$ cat src/rtl/mem_port_arb_pkg.sv
// Shared state encoding, RISC-V funct3 constants and the latched request record
// for mem_port_arbiter and its grant logic.
package mem_port_arb_pkg;

  localparam int unsigned REQ_ADDR_W = 32;
  localparam int unsigned REQ_DATA_W = 32;

  typedef enum logic [1:0] {
    IDLE  = 2'd0,
    ISSUE = 2'd1,
    RESP  = 2'd2
  } arb_state_t;

  localparam logic [2:0] LB  = 3'b000;
  localparam logic [2:0] LH  = 3'b001;
  localparam logic [2:0] LW  = 3'b010;
  localparam logic [2:0] LBU = 3'b100;
  localparam logic [2:0] LHU = 3'b101;
  localparam logic [2:0] SB  = 3'b000;
  localparam logic [2:0] SH  = 3'b001;
  localparam logic [2:0] SW  = 3'b010;

  typedef struct packed {
    logic                  we;
    logic [REQ_ADDR_W-1:0] addr;
    logic [REQ_DATA_W-1:0] wdata;
    logic [2:0]            funct3;
  } mem_req_t;

endpackage

$ cat src/rtl/mem_port_arbiter_rr_grant.sv
// Winner selection among valid requesters: round-robin after the last grant, or
// lowest-index-wins when MEM_PORT_ARB_FIXED_PRIO_EN is defined (no pointer then).
module rr_grant #(
  parameter  int unsigned NUM_REQ = 2,
  localparam int unsigned IDX_W   = $clog2(NUM_REQ)
) (
  input  logic               clk,
  input  logic               rst_n,
  input  logic [NUM_REQ-1:0] i_valid,
  input  logic               i_update,
  output logic [NUM_REQ-1:0] o_grant,
  output logic [IDX_W-1:0]   o_grant_idx
);

  logic w_found;

`ifdef MEM_PORT_ARB_FIXED_PRIO_EN
  logic w_unused;
  assign w_unused = ^{clk, rst_n, i_update};

  always_comb begin
    w_found     = 1'b0;
    o_grant     = '0;
    o_grant_idx = '0;
    for (int unsigned j = 0; j < NUM_REQ; j++) begin
      if (!w_found && i_valid[j]) begin
        w_found     = 1'b1;
        o_grant[j]  = 1'b1;
        o_grant_idx = IDX_W'(j);
      end
    end
  end
`else
  logic [IDX_W-1:0] r_ptr;

  // Two passes give "first valid after the pointer" with wrap to index 0.
  always_comb begin
    w_found     = 1'b0;
    o_grant     = '0;
    o_grant_idx = '0;
    for (int unsigned j = 0; j < NUM_REQ; j++) begin
      if (!w_found && i_valid[j] && (IDX_W'(j) > r_ptr)) begin
        w_found     = 1'b1;
        o_grant[j]  = 1'b1;
        o_grant_idx = IDX_W'(j);
      end
    end
    for (int unsigned j = 0; j < NUM_REQ; j++) begin
      if (!w_found && i_valid[j] && (IDX_W'(j) <= r_ptr)) begin
        w_found     = 1'b1;
        o_grant[j]  = 1'b1;
        o_grant_idx = IDX_W'(j);
      end
    end
  end

  always_ff @(posedge clk or negedge rst_n) begin
    if (!rst_n) begin
      r_ptr <= IDX_W'(NUM_REQ - 1);
    end else if (i_update) begin
      r_ptr <= o_grant_idx;
    end
  end
`endif

endmodule

$ cat src/rtl/mem_port_arbiter.sv
// Shares one synchronous memory port between NUM_REQ requesters: accept, issue,
// respond. Build with MEM_PORT_ARB_FIXED_PRIO_EN for fixed lowest-index priority.
module mem_port_arbiter
  import mem_port_arb_pkg::*;
#(
  parameter int unsigned NUM_REQ = 2,
  parameter int unsigned ADDR_W  = 32,
  parameter int unsigned DATA_W  = 32
) (
  input  logic                           clk,
  input  logic                           rst_n,
  input  logic [NUM_REQ-1:0]             req_valid,
  output logic [NUM_REQ-1:0]             req_ready,
  input  logic [NUM_REQ-1:0]             req_we,
  input  logic [NUM_REQ-1:0][ADDR_W-1:0] req_addr,
  input  logic [NUM_REQ-1:0][DATA_W-1:0] req_wdata,
  input  logic [NUM_REQ-1:0][2:0]        req_funct3,
  output logic [NUM_REQ-1:0]             rsp_valid,
  output logic [DATA_W-1:0]              rsp_rdata,
  output logic                           mem_wen,
  output logic [ADDR_W-1:0]              mem_ra,
  output logic [ADDR_W-1:0]              mem_wa,
  output logic [DATA_W-1:0]              mem_wd,
  output logic [2:0]                     mem_funct3,
  input  logic [DATA_W-1:0]              mem_rd
);

  localparam int unsigned IDX_W = $clog2(NUM_REQ);

  arb_state_t         r_state;
  mem_req_t           r_req;
  logic [IDX_W-1:0]   r_owner;
  logic [NUM_REQ-1:0] r_rsp_valid;
  logic               r_mem_wen;

  logic               w_accept_en;
  logic               w_handshake;
  logic [NUM_REQ-1:0] w_grant;
  logic [IDX_W-1:0]   w_grant_idx;

  rr_grant #(
    .NUM_REQ(NUM_REQ)
  ) u_rr_grant (
    .clk        (clk),
    .rst_n      (rst_n),
    .i_valid    (req_valid),
    .i_update   (w_handshake),
    .o_grant    (w_grant),
    .o_grant_idx(w_grant_idx)
  );

  assign w_accept_en = (r_state == IDLE) || (r_state == RESP);
  assign req_ready   = w_accept_en ? w_grant : '0;
  assign w_handshake = |req_ready;

  // The latched request doubles as the memory-side address/data registers, so
  // those outputs naturally hold their last values outside ISSUE.
  assign mem_ra     = r_req.addr[ADDR_W-1:0];
  assign mem_wa     = r_req.addr[ADDR_W-1:0];
  assign mem_wd     = r_req.wdata[DATA_W-1:0];
  assign mem_funct3 = r_req.funct3;
  assign mem_wen    = r_mem_wen;
  assign rsp_valid  = r_rsp_valid;

  // Memory read data only arrives in the RESP cycle, so it is steered, not registered.
  assign rsp_rdata = ((r_state == RESP) && !r_req.we) ? mem_rd : '0;

  always_ff @(posedge clk or negedge rst_n) begin
    if (!rst_n) begin
      r_state     <= IDLE;
      r_req       <= '0;
      r_owner     <= '0;
      r_rsp_valid <= '0;
      r_mem_wen   <= 1'b0;
    end else begin
      unique case (r_state)
        IDLE, RESP: begin
          r_rsp_valid <= '0;
          if (w_handshake) begin
            r_req.we     <= req_we[w_grant_idx];
            r_req.addr   <= REQ_ADDR_W'(req_addr[w_grant_idx]);
            r_req.wdata  <= REQ_DATA_W'(req_wdata[w_grant_idx]);
            r_req.funct3 <= req_funct3[w_grant_idx];
            r_owner      <= w_grant_idx;
            r_mem_wen    <= req_we[w_grant_idx];
            r_state      <= ISSUE;
          end else begin
            r_state <= IDLE;
          end
        end
        ISSUE: begin
          r_mem_wen   <= 1'b0;
          r_rsp_valid <= NUM_REQ'(1) << r_owner;
          r_state     <= RESP;
        end
        default: begin
          r_mem_wen   <= 1'b0;
          r_rsp_valid <= '0;
          r_state     <= IDLE;
        end
      endcase
    end
  end

endmodule

$ cat config.mk
export PLATFORM = sky130hd
export DESIGN_NAME = mem_port_arbiter
export DESIGN_NICKNAME = d
export VERILOG_FILES = /design/src/rtl/mem_port_arb_pkg.sv /design/src/rtl/mem_port_arbiter_rr_grant.sv /design/src/rtl/mem_port_arbiter.sv
export SDC_FILE = /design/constraint.sdc
export NUM_CORES = 1
export LEC_CHECK = 0
export CORE_AREA = 8 8 121 123
export DETAILED_ROUTE_END_ITERATION = 10
export DIE_AREA = 0 0 129 131
export GPL_ROUTABILITY_DRIVEN = 0
export PLACE_DENSITY = 0.81
export SYNTH_ARGS = -nofsm -noshare
export SYNTH_HDL_FRONTEND = slang
export SYNTH_SLANG_ARGS = --single-unit
$ cat constraint.sdc
create_clock -name clk -period 2.15 [get_ports clk]
set_input_delay 0.43 -clock clk [delete_from_list [all_inputs] [get_ports clk]]
set_output_delay 0.43 -clock clk [all_outputs]
set_load 0.02 [all_outputs]
# Word-level counts from Yosys, hierarchy flattened
# Cells that the tools add are included.
[totals]
register_bits = 75
out_inout_bits = 136
wordCells = 58
[op_classes]
order_cmp = 5
eq_ne = 3
shift = 1
mux = 23
reduce_logical = 17
[op_table]
columns = ["cell", "n"]
rows = [
  ["$mux 32", 5],
  ["$mux 1", 13],
  ["$logic_and 1x1->1", 8],
  ["$mux 3", 2],
  ["$logic_not 1->1", 4],
  ["$mux 2", 2],
  ["$pmux 2 s2", 1],
  ["$reduce_or 2->1", 2],
  ["$eq 2x1->1 const B", 1],
  ["$eq 2x2->1 const B", 1],
  ["$gt 1x1->1 const A", 2],
  ["$le 1x1->1 const A", 2],
  ["$logic_not 2->1", 1],
  ["$lt 1x2->1 const B", 1],
  ["$ne 2x1->1 const B", 1],
  ["$reduce_and 2->1", 1],
  ["$shl 1x1->2 const A", 1],
  ["$logic_or 1x1->1", 1],
]

# Depth between registers and ports, before layout
# Gate-level depths: netlist of the first run.
[depth]
word_depth = 19
ltp_mapped = 5

# Cells and area by module
# From an unflattened synthesis of the first run, not the netlist that was laid out.
[unflattened]
cells_unflattened = 378
area_unflattened_um2 = 4944.7
[by_module_without_submodules]
columns = ["module", "n_inst", "cells_per_inst", "area_per_inst_um2", "seq_area_each_um2"]
rows = [
  ["mem_port_arbiter", 1, 372, 4873.4, 1851.8],
  ["rr_grant", 1, 6, 71.3, 26.3],
]

# Worst setup path before layout of the first run
# OpenSTA, ideal clock, no wires.
[synth_timing]
kind = "input -> output"
from = "input port req_valid[1]"
to = "output port req_ready[1]"
arrival_time_ps = 1186
t_required_ps = 1720
path_slack_ps = 534
stages = 4
path_buffers = 2
cell_sequence = "a21bo_1 > buf_2 > buf_2 > nor2_1"
[synth_between]
elab_chain_len = 12
word_cells_on_any_way = 13
cone_classes = "mux: 5; reduce/logical: 8"
[synth_lines]
columns = ["item", "line_no", "text"]
rows = [
  ["start, declared", "mem_port_arbiter.sv:12", "input logic [NUM_REQ-1:0] req_valid,"],
  ["$logic_and 1x1->1 (2 in a row)", "mem_port_arbiter_rr_grant.sv:42", "if (!w_found && i_valid[j] && (IDX_W'(j) > r_ptr)) begin"],
  ["$mux 1", "mem_port_arbiter_rr_grant.sv:42", ""],
  ["$logic_not 1->1", "mem_port_arbiter_rr_grant.sv:49", "if (!w_found && i_valid[j] && (IDX_W'(j) <= r_ptr)) begin"],
  ["$logic_and 1x1->1 (2 in a row)", "mem_port_arbiter_rr_grant.sv:49", ""],
  ["$mux 1", "mem_port_arbiter_rr_grant.sv:49", ""],
  ["$logic_not 1->1", "mem_port_arbiter_rr_grant.sv:49", ""],
  ["$logic_and 1x1->1 (2 in a row)", "mem_port_arbiter_rr_grant.sv:49", ""],
  ["$mux 1 *", "mem_port_arbiter_rr_grant.sv:49", ""],
  ["$mux 2 *", "mem_port_arbiter.sv:53", "assign req_ready = w_accept_en ? w_grant : '0;"],
  ["end, declared", "mem_port_arbiter.sv:13", "output logic [NUM_REQ-1:0] req_ready,"],
]
# Mark *: on every way between the ends. The rest lies on a longest branch, timed or not.

# Final worst setup path of the first run
[layout_timing]
from = "register r_state[0]"
to = "output port rsp_rdata[7]"
[layout_between]
elab_chain_len = 3
[layout_lines]
columns = ["item", "line_no", "text"]
rows = [
  ["start, declared", "mem_port_arbiter.sv:30", "arb_state_t r_state;"],
  ["start signal, assigned", "mem_port_arbiter.sv:70", "r_state <= IDLE;"],
  ["start signal, assigned", "mem_port_arbiter.sv:86", "r_state <= ISSUE;"],
  ["start signal, assigned", "mem_port_arbiter.sv:88", "r_state <= IDLE;"],
  ["$eq 2x2->1", "mem_port_arbiter.sv:66", "assign rsp_rdata = ((r_state == RESP) && !r_req.we) ? mem_rd : '0;"],
  ["$logic_and 1x1->1", "mem_port_arbiter.sv:66", ""],
  ["$mux 32", "mem_port_arbiter.sv:66", ""],
  ["end, declared", "mem_port_arbiter.sv:19", "output logic [DATA_W-1:0] rsp_rdata,"],
]
# No other way between the ends.

==> impl_metrics.csv, run 1 <==
group,metric,value,unit
status,outcome,"finished, final reports clean",
global_route,antenna_found_initial,1,
clock_network,numClockSinks,75,
drt,wl_met2,8000,um
sta,whs,38.6,ps
floorplanning,die_y,131,um
global_route,track_usage,0.175,
worst_setup_path,crit_fanout,32,
synthesis,netlist_instances,528,
synthesis,synthAdderAreaFrac,0,
pwr,fin_total_pwr,6.05,mW
drt,wl_per_cell,17.0,um
clock_network,h-tree-depth,3,
synthesis,ys_seq_area_frac,0.434,
worst_setup_path,cp.required,1720,ps
placement,dp_hpwl,12100,um
drt,drtIter0Drc,158,
final_layout,nNetsFinal,898,
sta,maxSlewViolCount,0,
synthesis,synth_area,4320,sq um
synthesis,postSynthAreaPerCell,8.19,sq um
sta,finClkSkew,4.30,ps
floorplanning,coreArea,12900,sq um
synthesis,yosys.area_share.xor_xnor,0,
final_layout,layout_common_cells,"clkdlybuf4s50_1 (272), nand2_1 (136), dfrtp_1 (74), nor2_1 (71), a31oi_1 (68)",
synthesis,syn_nets,700,
global_route,grt_overflow,0,
synthesis,yosys.area_share.simple,0.235,
sta,fin_crit_sh,0.961,
pwr,peakVddDrop,0.451,mV
drt,finalWirelength,15400,um
final_layout,final_common_cell,"clkdlybuf4s50_1",
placement,io_buffer_count,307,
sta,fin_crit,2070,ps
sta,hold_violations,0,
global_route,grt_max_degree,70,
floorplanning,start_util,0.336,
placement,pre_cts_slack,-146,ps
sta,tns,0,ps
global_route,grt_pass1_vias,4131,
synthesis,synth_compound_area_frac,0.115,
clock_network,clkTransAtPathRegs,60,ps
worst_hold_path,hp-class,"input pin to asynchronous set/reset pin",
clock_network,numCtsBuffers,9,
final_layout,drive_gt1_frac,0.0547,
drt,dr_wl_met3,1510,um
sta,rsz0062_at_grt,"no",
synthesis,synth_top_family_by_area,"simple AND/OR/NAND/NOR gates",
clock_network,cts_buffer_depth,2,
drt,drt_first_pass_iters,4,
pwr,powerDensity,851,nW/um^2
worst_setup_path,reg2reg_depth,4,
synthesis,synth.ff_latch_count,75,
worst_setup_path,path_class,"register to output port",
synthesis,yosysWarnings,0,
clock_network,cts_tree,"done",
drt,ant_nets,0,
sta,relSlewSlack,0.483,
drt,detail_route.vias_per_cell,4.50,
final_layout,syn_to_final_growth,64.5,%
synthesis,synth_cell_type_count,21,
sta,fin_ws,84.1,ps
clock_network,clk_latency,330,ps
worst_setup_path,crit_path_start_kind,"register",
floorplanning,ios,308,
clock_network,cts_hold_buffers,0,
sta,max_freq,484,MHz
run,cap_viol_max_count,0,
sta,setup_viol,0,
sta,worst_pin_slew,775,ps
worst_setup_path,cp.arrival,1640,ps
floorplanning,die_width,129,um
synthesis,synthMuxAreaShare,0,
worst_setup_path,max_stage_delay,380,ps
clock_network,postCtsSetupBuffers,0,
clock_network,root_buffer,"clkbuf_16",
drt,drc,0,
drt,route.vias.total,4090,
drt,top_layer,"met4",
worst_setup_path,critPathCaptureType,"output port",
floorplanning,rows,42,
floorplanning,die_area,16900,sq um
global_route,grt_first_pass_wirelength,22900,um
final_layout,postLayoutCoreUtil,0.552,
pwr,p_leak,3.01,nW
worst_setup_path,cp_cell_sequence,"nor3b_2 -> buf_12 -> and2_1 -> clkdlybuf4s15_1",
drt,met1_length,5590,um
worst_setup_path,cpMaxStageDelayCell,"dfrtp_1",
-- power breakdown --
| part | total [mW] | leakage (nW) | internal (mW) | switching [mW] |
|---|---|---|---|---|
| sequential | 1.95 | 0.850 | 1.73 | 0.216 |
| clock | 1.49 | 0.141 | 0.931 | 0.557 |
| combinational | 2.62 | 2.02 | 1.31 | 1.31 |
-- synthesized netlist by cell type (all sizes together) --
master	n	area share
a21bo	1	0.0023
a31oi	68	0.098
buf	127	0.21
dfrtp	74	0.43
nor3b	1	0.0029
dfstp	1	0.0061
a21boi	1	0.0026
o22ai	1	0.0014
inv	2	0.0017
a311oi	1	0.0035
nor2	71	0.062
clkbuf	5	0.0043
nand2	136	0.12
and2	34	0.049
o21ba	1	0.0038
nor2b	1	0.0014
nand2b	1	0.0014
a22o	1	0.0020
a21oi	1	0.0012
-- logic make-up (layout without fill, tap and decap cells) --
group,count (synthesis),after routing
flip-flops,75,75
buffers and inverters,134,337
AND/OR/NAND/NOR,244,244
AO/OA/AOI/OAI,75,75
other,0,1
-- routing by layer --
layer,GRT usage,up-vias
li1,-,2005
met1,0.182,1886
met5,0,-
met4,0.0802,0
met3,0.0593,20
met2,0.315,179
-- metrics by stage --
| step | std cells | cell area (sq um) |
|---|---|---|
| 4_1_cts | 907 | 7120 |
| 5_1_grt | 908 | 7110 |
| 6_report | 908 | 7110 |
| 3_3_place_gp | 891 | 6870 |
| 3_5_place_dp | 891 | 6870 |
| 2_1_floorplan | 528 | 4320 |
-- sequential cells by signal, summed over array words and instances (netlist names) --
name and cells:
mem_wd 32, mem_funct3 3, r_state 2, rsp_valid 2, mem_ra 32, r_req 1
r_owner 1, mem_wen 1, u_rr_grant.r_ptr 1
-- area by class of cell --
| type | instances | area (sq um) |
|---|---|---|
| Sequential cell | 75 | 1880 |
| Clock buffer | 14 | 254 |
| Antenna cell | 1 | 2.50 |
| Timing Repair Buffer | 319 | 3190 |
| Fill cell | 1179 | 5760 |
| Inverter | 2 | 7.51 |
| Multi-Input combinational cell | 319 | 1520 |
| Clock inverter | 2 | 35.0 |
| Tap cell | 176 | 220 |
-- worst paths after layout --
path | start | end | slack, ps
max in group asynchronous | rst_n | u_rr_grant.r_ptr | 1460
min reg2reg | r_state[1] | r_state[1] | 450
max reg2reg | u_rr_grant.r_ptr | mem_wen | 240
min | rst_n | mem_wd[27] | 40
max | r_state[0] | rsp_rdata[7] | 80
min in group clk | r_state[1] | r_state[1] | 450
-- critical path: cells and delay by family, from the launching register on --
kind | cells | cell delay, ps
buf+inv | 2 | 540
flops | 1 | 380
simple gates | 2 | 390
-- repair_timing --
item / 4_1_cts / 5_1_grt
pin swaps: 0 / 0
resized for setup: 32 / 23
setup endpoints to repair: 31 / 18
cloned: 0 / 0
(Power assumes the default switching activity.)
==> run 2, diff against run 1 <==
--- a/config.mk
+++ b/config.mk
@@ -5,11 +5,13 @@
 export SDC_FILE = /design/constraint.sdc
 export NUM_CORES = 1
 export LEC_CHECK = 0
-export CORE_AREA = 8 8 121 123
+export ABC_AREA = 1
+export CORE_AREA = 2 2 122 124
 export DETAILED_ROUTE_END_ITERATION = 10
-export DIE_AREA = 0 0 129 131
+export DIE_AREA = 0 0 124 126
 export GPL_ROUTABILITY_DRIVEN = 0
-export PLACE_DENSITY = 0.81
+export PLACE_DENSITY = 0.78
+export SKIP_LAST_GASP = 1
 export SYNTH_ARGS = -nofsm -noshare
 export SYNTH_HDL_FRONTEND = slang
 export SYNTH_SLANG_ARGS = --single-unit
==> run 2 against run 1 <==
  * Sequential share of layout area decreased by 2.1 points
  * Power grew 60%
  * Routed wire length is 8.5% higher
  * Fmax grew 1.8%
  * Final cell count up 20%
  * Global-route usage is 3.5 points higher
  * First-iteration DRC count up 73%
  * Flip-flop and latch count is the same
  * Die area down 7.5%
  * Synthesized cell count increased by 35%
  * Non-clock buffer count up 4
  * Worst hold slack gained 12 ps
==> impl_metrics.csv, run 2 <==
group,metric,value,unit
pwr,peakVddDrop,0.516,mV
sta,hold_violations,0,
clock_network,clkTransAtPathRegs,60,ps
global_route,grt_first_pass_wirelength,25400,um
clock_network,numCtsBuffers,9,
pwr,p_leak,3.99,nW
synthesis,synth_top_family_by_area,"simple AND/OR/NAND/NOR gates",
floorplanning,ios,308,
global_route,grt_max_degree,69,
worst_setup_path,cp.arrival,1600,ps
synthesis,netlist_instances,715,
synthesis,synth_top_cells_by_count,"nand2_1 (276), nand3_1 (136), buf_4 (100), dfrtp_1 (74), inv_1 (38)",
global_route,grt_overflow,0,
final_layout,nNetsFinal,1077,
clock_network,cts_buffer_depth,2,
drt,wl_per_cell,15.3,um
synthesis,synth.ff_latch_count,75,
sta,max_freq,493,MHz
pwr,powerDensity,1250,nW/um^2
floorplanning,die_y,126,um
final_layout,final_common_cell,"nand2_1",
synthesis,synth_area,4880,sq um
synthesis,synthArstFlopShare,1.00,
synthesis,postSynthAreaPerCell,6.82,sq um
floorplanning,die_width,124,um
final_layout,design_area,7730,sq um
placement,place_area,7450,sq um
floorplanning,die_area,15600,sq um
drt,top_layer,"met4",
drt,drt_first_pass_iters,4,
drt,drc,0,
run,cap_viol_max_count,0,
sta,maxSlewViolCount,0,
synthesis,yosys.area.top_type,"dfrtp_1",
synthesis,synth_cell_type_count,19,
worst_setup_path,crit_path_start_kind,"register",
sta,finClkSkew,4.39,ps
drt,route.vias.total,5076,
floorplanning,rows,44,
drt,met1_length,6240,um
synthesis,synth_compound_area_frac,0.00538,
synthesis,synth_ff_type,"dfrtp_1",
clock_network,root_buffer,"clkbuf_16",
worst_setup_path,critPathCaptureType,"output port",
final_layout,multi_input_area,1930,sq um
synthesis,yosys.area_share.xor_xnor,0,
clock_network,clk_latency,330,ps
drt,ant_nets,0,
sta,rsz0062_at_grt,"no",
floorplanning,coreArea,14300,sq um
worst_setup_path,path_class,"register to output port",
worst_setup_path,path_buf_inv,2,
synthesis,synthMuxAreaShare,0,
drt,wl_met2,8590,um
drt,finalWirelength,16800,um
sta,fin_crit,2030,ps
final_layout,syn_to_final_growth,58.4,%
final_layout,antenna_cells,0,
synthesis,syn_nets,887,
sta,relSlewSlack,0.510,
placement,io_buffer_count,307,
clock_network,postCtsSetupBuffers,0,
drt,drtIter0Drc,273,
global_route,antenna_found_initial,0,
placement,dp_hpwl,12400,um
sta,worst_pin_slew,735,ps
clock_network,cts_tree,"done",
final_layout,regArea,1880,sq um
synthesis,yosysMostFrequentCell,"nand2_1",
synthesis,yosysWarnings,0,
synthesis,ys_top_cells_by_area,"dfrtp_1 (38%), nand2_1 (21%), buf_4 (15%), nand3_1 (14%), inv_1 (2.9%)",
sta,whs,50.8,ps
synthesis,synthAdderAreaFrac,0,
final_layout,layout_common_cells,"nand2_1 (274), clkdlybuf4s50_1 (272), nand3_1 (136), dfrtp_1 (74), inv_1 (38)",
global_route,track_usage,0.211,
sta,setup_viol,0,
worst_hold_path,hp-class,"input pin to asynchronous set/reset pin",
worst_setup_path,path_delay_family,"buffers and inverters",
drt,detail_route.vias_per_cell,4.64,
worst_setup_path,cp_cell_sequence,"nand3b_1 -> buf_12 -> nor2_1 -> dlygate4sd2_1",
final_layout,drive_gt1_frac,0.0495,
worst_setup_path,cpMaxStageDelayCell,"dlygate4sd2_1",
final_layout,num-fill-cells,1425,
clock_network,h-tree-depth,3,
drt,dr_wl_met3,1380,um
sta,fin_crit_sh,0.944,
synthesis,synth-edff-count,0,
synthesis,yosysTopAreaCellShare,0.379,
sta,tns,0,ps
worst_setup_path,max_stage_delay,400,ps
status,outcome,"finished, final reports clean",
worst_setup_path,crit_fanout,32,
clock_network,numClockSinks,75,
global_route,grt_pass1_vias,4864,
synthesis,yosys.area_share.simple,0.387,
worst_setup_path,cp.required,1720,ps
floorplanning,start_util,0.341,
synthesis,ys_seq_area_frac,0.385,
==> run 2: cell types whose count changed in the layout (fill, tap and decap cells not counted), sizes merged, moves of 8 or more <==
cell / previous run / this run
dlygate4sd2: 13 / 30
a31oi: 68 / 0
nor2: 71 / 34
and2: 34 / 0
nand2: 136 / 279
inv: 2 / 39
clkbuf: 20 / 12
clkdlybuf4s15: 12 / 1
nand3: 0 / 136
==> run 2: worst reg2reg max path, cell delays in order, from the launching register on <==
cell	delay [ps]
dfstp_2	570
a21oi_4	70
nand2_2	60
buf_4	370
buf_4	440
o21ai_0	150
==> run 2: cell families (layout without fill, tap and decap cells) <==
| kind of cell | Yosys count | in the layout |
|---|---|---|
| buf+inv | 183 | 378 |
| simple gates | 453 | 453 |
| flops | 75 | 75 |
| compound gates | 4 | 4 |
==> run 2: worst paths after layout <==
| check | endpoint | cells after the start | startpoint | slack (ps) |
|---|---|---|---|---|
| max | rsp_rdata[30] | 4 | r_req[67] | 120 |
| min | mem_wd[28] | 1 | rst_n | 50 |
| max reg2reg | r_owner | 5 | u_rr_grant.r_ptr | 350 |
| min reg2reg | rsp_valid[0] | 1 | r_owner | 440 |
| max in group asynchronous | mem_wd[1] | 2 | rst_n | 1480 |
| min in group clk | rsp_valid[0] | 1 | r_owner | 440 |
==> run 2: final cells by class <==
class / instances / share of cell area
clock inverter: 4 / 0.00615
timing repair buffer: 323 / 0.418
inverter: 39 / 0.0189
clock buffer: 12 / 0.0345
multi-input combinational: 457 / 0.249
tap: 184 / 0.0298
sequential: 75 / 0.243
==> run 2: timing repair <==
item	4_1_cts	5_1_grt
pin swaps	0	0
hold buffers	0	0
endpoints found under the setup margin	31	2
gates resized for setup	31	2
==> run 2: metal layers <==
metal / global-route usage / up-vias
li1: - / 2501
met1: 0.243 / 2340
met2: 0.368 / 201
met3: 0.0521 / 34
met4: 0.0892 / 0
met5: 0 / -
==> run 2: power by group <==
group | internal (mW) | total [mW] | leakage [nW] | switching [mW]
Clock | 0.990 | 1.57 | 0.155 | 0.582
Sequential | 2.07 | 2.54 | 0.936 | 0.472
Combinational | 2.50 | 5.56 | 2.90 | 3.06
==> run 2: per-stage QoR <==
stage	utilization	power [mW]	setup slack [ps]	cells
floorplan	-	6.45	561	715
global placement	0.521	8.19	-104	1078
detailed placement	0.521	8.27	-116	1078
CTS	0.540	9.81	52.7	1094
global route	0.540	10.3	3.26	1094
finish	0.540	9.67	120	1094
